[src/rtl/uart_rx.sv]
// rtl/uart_rx.sv - 8N1 UART receiver, mid-bit sampling, one-cycle po_flag/frame_err strobes
// Optional: define UART_RX_MAJORITY_VOTE_EN for 2-of-3 voting around the mid-bit sample.
module uart_rx #(
  parameter int CLK_FRE   = 50_000_000,
  parameter int BAUD_RATE = 115200
) (
  input  logic       sys_clk,
  input  logic       sys_rst_n,
  input  logic       rx,
  output logic [7:0] po_data,
  output logic       po_flag,
  output logic       frame_err
);

  localparam int CNT_BAUD_MAX = CLK_FRE / BAUD_RATE;
  localparam int CNT_HALF     = CNT_BAUD_MAX / 2;
  localparam logic [15:0] CNT_LAST = 16'(CNT_BAUD_MAX - 1);
`ifdef UART_RX_MAJORITY_VOTE_EN
  localparam logic [15:0] CNT_DECIDE = 16'(CNT_HALF + 1);
`else
  localparam logic [15:0] CNT_DECIDE = 16'(CNT_HALF);
`endif

  typedef enum logic [1:0] {IDLE, START, DATA, STOP} state_t;

  state_t      state_q, state_d;
  logic        rx_s1_q, rx_s1_d;
  logic        rx_s2_q, rx_s2_d;
  logic        rx_s3_q, rx_s3_d;
  logic [15:0] cnt_baud_q, cnt_baud_d;
  logic [2:0]  cnt_bit_q, cnt_bit_d;
  logic        bits_done_q, bits_done_d;
  logic [7:0]  shift_q, shift_d;
  logic [7:0]  po_data_q, po_data_d;
  logic        po_flag_q, po_flag_d;
  logic        frame_err_q, frame_err_d;

  logic        fall_edge;
  logic        decide;
  logic        wrap;
  logic        bit_val;

  assign fall_edge = rx_s3_q & ~rx_s2_q;
  assign decide    = (cnt_baud_q == CNT_DECIDE);
  assign wrap      = (cnt_baud_q == CNT_LAST);

`ifdef UART_RX_MAJORITY_VOTE_EN
  logic vote_a_q, vote_a_d;
  logic vote_b_q, vote_b_d;

  // Earlier two samples are held; the third is the live rx_s2 at decision time.
  always_comb begin
    vote_a_d = vote_a_q;
    vote_b_d = vote_b_q;
    if (cnt_baud_q == 16'(CNT_HALF - 1)) vote_a_d = rx_s2_q;
    if (cnt_baud_q == 16'(CNT_HALF))     vote_b_d = rx_s2_q;
  end

  always_ff @(posedge sys_clk or negedge sys_rst_n) begin
    if (!sys_rst_n) begin
      vote_a_q <= 1'b1;
      vote_b_q <= 1'b1;
    end else begin
      vote_a_q <= vote_a_d;
      vote_b_q <= vote_b_d;
    end
  end

  assign bit_val = (vote_a_q & vote_b_q) | (vote_a_q & rx_s2_q) | (vote_b_q & rx_s2_q);
`else
  assign bit_val = rx_s2_q;
`endif

  always_comb begin
    rx_s1_d     = rx;
    rx_s2_d     = rx_s1_q;
    rx_s3_d     = rx_s2_q;
    state_d     = state_q;
    cnt_baud_d  = 16'd0;
    cnt_bit_d   = cnt_bit_q;
    bits_done_d = bits_done_q;
    shift_d     = shift_q;
    po_data_d   = po_data_q;
    po_flag_d   = 1'b0;
    frame_err_d = 1'b0;

    if (state_q != IDLE) begin
      cnt_baud_d = wrap ? 16'd0 : cnt_baud_q + 16'd1;
    end

    unique case (state_q)
      IDLE: begin
        cnt_bit_d   = 3'd0;
        bits_done_d = 1'b0;
        if (fall_edge) state_d = START;
      end
      START: begin
        if (decide && bit_val) begin
          state_d    = IDLE;
          cnt_baud_d = 16'd0;
        end else if (wrap) begin
          state_d = DATA;
        end
      end
      DATA: begin
        if (decide) begin
          shift_d[cnt_bit_q] = bit_val;
          cnt_bit_d          = cnt_bit_q + 3'd1;
          if (cnt_bit_q == 3'd7) bits_done_d = 1'b1;
        end
        if (wrap && bits_done_q) state_d = STOP;
      end
      STOP: begin
        // Leave at mid-stop-bit so a start edge right after the stop bit is seen.
        if (decide) begin
          state_d    = IDLE;
          cnt_baud_d = 16'd0;
          if (bit_val) begin
            po_data_d = shift_q;
            po_flag_d = 1'b1;
          end else begin
            frame_err_d = 1'b1;
          end
        end
      end
      default: state_d = IDLE;
    endcase
  end

  always_ff @(posedge sys_clk or negedge sys_rst_n) begin
    if (!sys_rst_n) begin
      rx_s1_q     <= 1'b1;
      rx_s2_q     <= 1'b1;
      rx_s3_q     <= 1'b1;
      state_q     <= IDLE;
      cnt_baud_q  <= 16'd0;
      cnt_bit_q   <= 3'd0;
      bits_done_q <= 1'b0;
      shift_q     <= 8'h00;
      po_data_q   <= 8'h00;
      po_flag_q   <= 1'b0;
      frame_err_q <= 1'b0;
    end else begin
      rx_s1_q     <= rx_s1_d;
      rx_s2_q     <= rx_s2_d;
      rx_s3_q     <= rx_s3_d;
      state_q     <= state_d;
      cnt_baud_q  <= cnt_baud_d;
      cnt_bit_q   <= cnt_bit_d;
      bits_done_q <= bits_done_d;
      shift_q     <= shift_d;
      po_data_q   <= po_data_d;
      po_flag_q   <= po_flag_d;
      frame_err_q <= frame_err_d;
    end
  end

  assign po_data   = po_data_q;
  assign po_flag   = po_flag_q;
  assign frame_err = frame_err_q;

endmodule

[config.mk]
export PLATFORM = sky130hd
export DESIGN_NAME = uart_rx
export DESIGN_NICKNAME = d
export VERILOG_FILES = /design/src/rtl/uart_rx.sv
export SDC_FILE = /design/constraint.sdc
export NUM_CORES = 1
export LEC_CHECK = 0
export CAP_MARGIN = 10
export CORE_ASPECT_RATIO = 1.25
export CORE_MARGIN = 4
export CORE_UTILIZATION = 58
export DETAILED_ROUTE_END_ITERATION = 10
export GPL_ROUTABILITY_DRIVEN = 0
export PLACE_DENSITY = 0.75
export SLEW_MARGIN = 10
export SYNTH_ARGS = -nofsm -noshare
export SYNTH_HDL_FRONTEND = slang
export SYNTH_SLANG_ARGS = --single-unit
[constraint.sdc]
create_clock -name sys_clk -period 3.4 [get_ports sys_clk]
set_input_delay 0.85 -clock sys_clk [delete_from_list [all_inputs] [get_ports sys_clk]]
set_output_delay 0.85 -clock sys_clk [all_outputs]
set_load 0.01 [all_outputs]
==> results of run 1 <==
==> placed cells by master, fill, tap and decap left out, types with 4 or more instances in the layout <==
cell,count
sky130_fd_sc_hd__a211oi_1,8
sky130_fd_sc_hd__a21oi_1,10
sky130_fd_sc_hd__clkbuf_8,6
sky130_fd_sc_hd__clkdlybuf4s50_1,11
sky130_fd_sc_hd__dfrtp_1,40
sky130_fd_sc_hd__ha_1,4
sky130_fd_sc_hd__inv_1,10
sky130_fd_sc_hd__mux2_2,8
sky130_fd_sc_hd__mux2_4,8
sky130_fd_sc_hd__nand2_1,11
sky130_fd_sc_hd__nand3_1,7
sky130_fd_sc_hd__nand4_1,5
sky130_fd_sc_hd__nor2_1,9
sky130_fd_sc_hd__nor3_1,5
sky130_fd_sc_hd__nor4_1,8
sky130_fd_sc_hd__or4bb_1,4
sky130_fd_sc_hd__xnor2_1,12
==> cells by family after synthesis <==
group	count (synthesis)	synth area share [%]
muxes	16	10.0
AOI/OAI and AO/OA	31	9.61
adders and majority gates	4	2.39
xor gates and xnor gates	13	5.43
and+or+nand+nor	61	16.8
DFF	43	51.5
buffers and inverters	21	4.24
==> synthesized netlist by cell type, drive strengths merged <==
master | count | area [um^2]
a211o | 1 | 8.76
a211oi | 8 | 60.1
a21o | 1 | 7.51
a21oi | 10 | 50.1
a22oi | 1 | 7.51
a31o | 2 | 17.5
a31oi | 1 | 6.26
buf | 4 | 25.0
clkbuf | 7 | 26.3
dfrtp | 40 | 1000
dfstp | 3 | 78.8
ha | 4 | 50.1
inv | 10 | 37.5
mux2 | 16 | 210
nand2 | 11 | 41.3
nand2b | 2 | 12.5
nand3 | 7 | 35.0
nand4 | 5 | 31.3
nand4b | 1 | 8.76
nor2 | 9 | 33.8
nor3 | 5 | 25.0
nor3b | 1 | 7.51
nor4 | 8 | 50.1
o211ai | 1 | 7.51
o21ai | 4 | 20.0
o31ai | 1 | 7.51
o32ai | 1 | 8.76
or3 | 3 | 18.8
or3b | 1 | 8.76
or4 | 4 | 33.8
or4bb | 4 | 45.0
xnor2 | 12 | 105
xor2 | 1 | 8.76
==> worst max-delay path, stage by stage, from the launching register on <==
cell and delay [ns]:
sky130_fd_sc_hd__dfrtp_1 0.42, sky130_fd_sc_hd__inv_1 0.07, sky130_fd_sc_hd__ha_1 0.12, sky130_fd_sc_hd__or3b_2 0.48, sky130_fd_sc_hd__or4_1 0.66, sky130_fd_sc_hd__or3_1 0.64, sky130_fd_sc_hd__mux2_4 0.38
==> flip-flops by register name, summed over array words and instances, names as in the netlist, 3 cells and up, named ones only <==
register	count
cnt_baud_q	16
shift_q	8
cnt_bit_q	3
po_data	8
==> how the worst max path moves through the flow <==
stage          cells after the start                     end  slack, ns
2_1_floorplan                      8  po_data[0]$_DFFE_PN0P_       0.81
3_3_place_gp                       6  po_data[7]$_DFFE_PN0P_       0.62
3_5_place_dp                       6  po_data[5]$_DFFE_PN0P_       0.53
4_1_cts                            6  po_data[5]$_DFFE_PN0P_       0.52
5_1_grt                            6  po_data[5]$_DFFE_PN0P_       0.40
6_report                           6  po_data[5]$_DFFE_PN0P_       0.52
==> per-layer routing <==
layer  vias up  wire [um]  track usage [%]
met4         0        104             11.1
met3         7        126             4.97
met5         -          0                0
li1        704          -                -
met1       744       1550             21.9
met2        24       2220             35.3
==> final cells by class <==
type	count	area [um^2]
fillers	265	1130
flip-flops and latches	43	1080
clock inverters	2	35.0
clock buffers	6	82.6
well taps	39	48.8
multi-input cells	125	927
inverters	10	37.5
repair buffers	15	138
==> power breakdown <==
part           switching [mW]  total [mW]  internal [mW]
Sequential             0.0579       0.615          0.557
Combinational          0.0757       0.147         0.0717
Clock                   0.167       0.404          0.237
Total                   0.301        1.17          0.866
==> through the flow <==
| step | cells | setup WS [ns] | utilization (%) | instance area, um^2 | hold WS, ns |
|---|---|---|---|---|---|
| 2_1_floorplan | 189 | 0.814 | - | 2100 | 0.345 |
| 6_report | 240 | 0.516 | 67.4 | 2350 | 0.358 |
| 3_5_place_dp | 232 | 0.530 | 64.0 | 2230 | 0.347 |
| 3_3_place_gp | 232 | 0.621 | 64.0 | 2230 | 0.346 |
| 5_1_grt | 240 | 0.404 | 67.4 | 2350 | 0.362 |
| 4_1_cts | 240 | 0.518 | 67.4 | 2350 | 0.358 |
==> flow_summary.ini, run 1 <==
[yosys]
ys_ff_latch = 43
avg_cell_area_syn_um2 = 11.1
yosysUniqueCellTypes = 38
syn-num-nets = 196
post_synth_instance_area_mm2 = 0.00210
yosys_warnings = 0
synth_cells = 189
yosysSeqAreaShare_pct = 51.5

[placed_design]
port_buffers = 12
detailedPlacementHpwl_mm = 2.82

[min_path]
worstHoldEndpoint = bit_val$_DFF_PN1_
worst_hold_path_type = reg -> reg
hold_path_startpoint = rx_s1_q$_DFF_PN1_
hold-path-cell-count = 0

[setup_path]
cp-end-kind = flop
required_time_worst_endpoint_ns = 3.58
critPathArrivalTime_ns = 3.06
timing.critical_path.from = cnt_baud_q[1]$_DFF_PN0_
setup.reg_to_reg.worst_slack_ns = 0.52
reg2reg_from = cnt_baud_q[1]$_DFF_PN0_
ff2ff_path_depth = 6
timing.setup.critical_path_class = reg -> reg
critPathLaunchType = flop
crit_path_max_fanout = 9
reg2reg_to = po_data[5]$_DFFE_PN0P_

[clocking]
cts-htree-levels = 2
max-clock-path-buffers = 2
holdBufCountCts = 0
post_cts.resized_instances = 0
clock_tree_from_tritoncts = done
tritoncts_buffer_count = 5
numClockSinks = 43
post_cts.repair.setup_buffers = 0
insertion_delay_ns = 0.30
cts_root_buf = sky130_fd_sc_hd__clkbuf_8
cts.reportedPaths.clkPinSlew_ns = 0.08

[final_layout]
final_layout_size_suffix_gt1_share_pct = 17.4
syn_to_final_growth_pct = 12.1
insertedDiodeCount = 0
num-nets-final = 207

[detailed_routing]
final_antenna_net_count = 0
drt_first_pass_iters = 5
detail_route.wirelength_mm = 4.00
drc_errors = 0
avgRoutedWirePerCell_um = 16.7
via_per_inst = 6.16
dr.first_iter.drc_count = 33
vias_post_dr = 1479

[sta]
skew_ns = 0.00682
setup_tns_ns = 0
layout_min_cycle_time_ns = 2.88
share_of_the_cycle_needed_by_the_critical_path_after_routing_pct = 84.8
worst_slew_pin_slew_ns = 0.903
timing.max_slew.rel_slack_pct = 39.8
finalSetupViolCount = 0
finalHoldViolations = 0
timing_max_transition_violations_final = 0
timing.fmax_ghz = 0.347
rsz0062_at_grt = no

[floorplanning]
core.rowCount = 24
die_y_um = 75.2
core_area_mm2 = 0.00348
die_w_um = 61.8
pin_count = 13
fp.dieArea_mm2 = 0.00465
initial_utilization_pct = 60.2

[grt]
grt_start_max_net_pins = 44
grt_antenna_before_repair = 0
number_of_global_route_vias_before_repair = 1474
grt_first_pass_wirelength_mm = 6.82
grt_usage_pct = 20.2
grt_remaining_overflow = 0

[power]
power.ir.vdd_worst_uv = 357
total_power_mw = 1.17
power.density_mw_per_mm2 = 497
total_leakage_power_nw = 1.04

[status]
outcome = complete, no violations

[job]
max_cap_violations = 0
(Power assumes the default switching activity.)
==> run 2, diff against run 1 <==
==> constraint.sdc (replaced) <==
create_clock -name sys_clk -period 2.7 [get_ports sys_clk]
set_input_delay 0.675 -clock sys_clk [delete_from_list [all_inputs] [get_ports sys_clk]]
set_output_delay 0.675 -clock sys_clk [all_outputs]
set_load 0.01 [all_outputs]
==> run 2 against run 1 <==
Against the previous run:
- maximum frequency up 12%
- via count increased by 2.2%
- final area up 2.6%
- sequential power is 25% higher
- hold slack is essentially flat
- critical endpoint is now po_data[6]$_DFFE_PN0P_
- largest cell class unchanged
==> flow_summary.ini, run 2 (same netlist as run 1, synthesis figures left out) <==
[power]
total_power_mw = 1.56
power.density_mw_per_mm2 = 645
total_leakage_power_nw = 1.06
power.ir.vdd_worst_uv = 558

[floorplanning]
pin_count = 13
die_y_um = 75.2
core_area_mm2 = 0.00348
die_w_um = 61.8
initial_utilization_pct = 60.2
fp.dieArea_mm2 = 0.00465
core.rowCount = 24

[sta]
layout_min_cycle_time_ns = 2.58
rsz0062_at_grt = no
finalSetupViolCount = 0
finalHoldViolations = 0
worst_slew_pin_slew_ns = 0.927
skew_ns = 0.00343
timing.max_slew.rel_slack_pct = 38.2
finalHoldWorstSlack_ns = 0.358
timing_max_transition_violations_final = 0
share_of_the_cycle_needed_by_the_critical_path_after_routing_pct = 95.4
timing.fmax_ghz = 0.388

[final_layout]
syn_to_final_growth_pct = 15.0
top_register_by_number_of_flip_flops = cnt_baud_q
insertedDiodeCount = 0
layout_commonest_cell = sky130_fd_sc_hd__dfrtp_1
most-common-layout-cells = 40 x sky130_fd_sc_hd__dfrtp_1, 12 x sky130_fd_sc_hd__xnor2_1, 11 x sky130_fd_sc_hd__nand2_1, 11 x sky130_fd_sc_hd__clkdlybuf4s50_1
num-nets-final = 211
largest_reg_flops = 16
final_layout_size_suffix_gt1_share_pct = 20.0
final_cells = 244
final_core_util_pct = 69.2
finalInstanceArea_mm2 = 0.00241
layout.filler_cells = 254

[placed_design]
placed_cells = 235
port_buffers = 12
dpl-instance-area_mm2 = 0.00225
detailedPlacementHpwl_mm = 2.88

[clocking]
tritoncts_buffer_count = 5
clock_tree_from_tritoncts = done
holdBufCountCts = 0
cts.reportedPaths.clkPinSlew_ns = 0.08
max-clock-path-buffers = 2
insertion_delay_ns = 0.29
cts-htree-levels = 2
numClockSinks = 43
cts_root_buf = sky130_fd_sc_hd__clkbuf_8

[setup_path]
crit_path_max_fanout = 5
cp-end-kind = flop
timing.setup.critical_path_class = reg -> reg
critPathLaunchType = flop
critPathArrivalTime_ns = 2.76
required_time_worst_endpoint_ns = 2.88

[detailed_routing]
detail_route.wirelength_mm = 4.12
via_per_inst = 6.19
final_antenna_net_count = 0
avgRoutedWirePerCell_um = 16.9
drt_first_pass_iters = 4
dr.first_iter.drc_count = 85
vias_post_dr = 1511
drc_errors = 0

[min_path]
worst_hold_path_type = reg -> reg

[grt]
grt_usage_pct = 20.5
grt_start_max_net_pins = 44
grt_remaining_overflow = 0
number_of_global_route_vias_before_repair = 1557
grt_antenna_before_repair = 0
grt_first_pass_wirelength_mm = 7.09

[job]
max_cap_violations = 0

[status]
outcome = complete, no violations
[run 2: area by class of cell]
| type | count | area, um^2 | area share, % |
|---|---|---|---|
| Inverter | 10 | 37.5 | 1.56 |
| Clock inverter | 3 | 67.6 | 2.80 |
| Multi-Input combinational cell | 126 | 947 | 39.3 |
| Tap cell | 39 | 48.8 | 2.02 |
| Timing Repair Buffer | 18 | 160 | 6.65 |
| Clock buffer | 5 | 68.8 | 2.86 |
| Sequential cell | 43 | 1080 | 44.8 |
[run 2: worst paths after layout]
| check | start | endpoint | slack [ns] | depth (start not counted) |
|---|---|---|---|---|
| max | cnt_baud_q[1]$_DFF_PN0_ | po_data[6]$_DFFE_PN0P_ | 0.12 | 6 |
| min | rx_s1_q$_DFF_PN1_ | bit_val$_DFF_PN1_ | 0.36 | 0 |
| max reg2reg | cnt_baud_q[1]$_DFF_PN0_ | po_data[6]$_DFFE_PN0P_ | 0.12 | 6 |
| min reg2reg | rx_s1_q$_DFF_PN1_ | bit_val$_DFF_PN1_ | 0.36 | 0 |
| max in group asynchronous | sys_rst_n | cnt_baud_q[9]$_DFF_PN0_ | 1.62 | 1 |
| min in group asynchronous | sys_rst_n | cnt_bit_q[1]$_DFFE_PN0P_ | 0.52 | 1 |
[run 2: repair_timing]
item / CTS / global route
setup buffers: 0 / 0
pin swaps: 0 / 1
gates cloned: 0 / 1
resized for setup: 1 / 2
setup endpoints to repair: 8 / 9
[run 2: metal layers]
| layer | share of wire (%) | vias up | GRT usage (%) |
|---|---|---|---|
| met5 | 0 | - | 0 |
| met4 | 1.7 | 0 | 8.25 |
| met3 | 4.1 | 9 | 5.32 |
| met2 | 56 | 41 | 35.7 |
| met1 | 38 | 750 | 23.5 |
| li1 | - | 711 | - |
[run 2: critical path, cell delays in order (launching register included)]
cell	delay, ns
sky130_fd_sc_hd__dfrtp_1	0.41
sky130_fd_sc_hd__inv_1	0.07
sky130_fd_sc_hd__ha_1	0.13
sky130_fd_sc_hd__or3b_2	0.49
sky130_fd_sc_hd__or4_4	0.57
sky130_fd_sc_hd__or3_4	0.47
sky130_fd_sc_hd__mux2_4	0.32
[run 2: stage by stage]
stage          worst slack (ns)  setup TNS [ns]
5_1_grt                  0.0252               0
3_3_place_gp            0.00571               0
2_1_floorplan             0.114               0
3_5_place_dp            -0.0756          -0.535
6_report                  0.123               0
4_1_cts                  0.0621               0
[run 2: where the power goes]
| part | total (mW) | internal (mW) | switching [mW] | leakage [nW] |
|---|---|---|---|---|
| combinational | 0.198 | 0.0960 | 0.102 | 0.425 |
| clock | 0.587 | 0.369 | 0.219 | 0.0644 |
| sequential | 0.769 | 0.701 | 0.0683 | 0.572 |
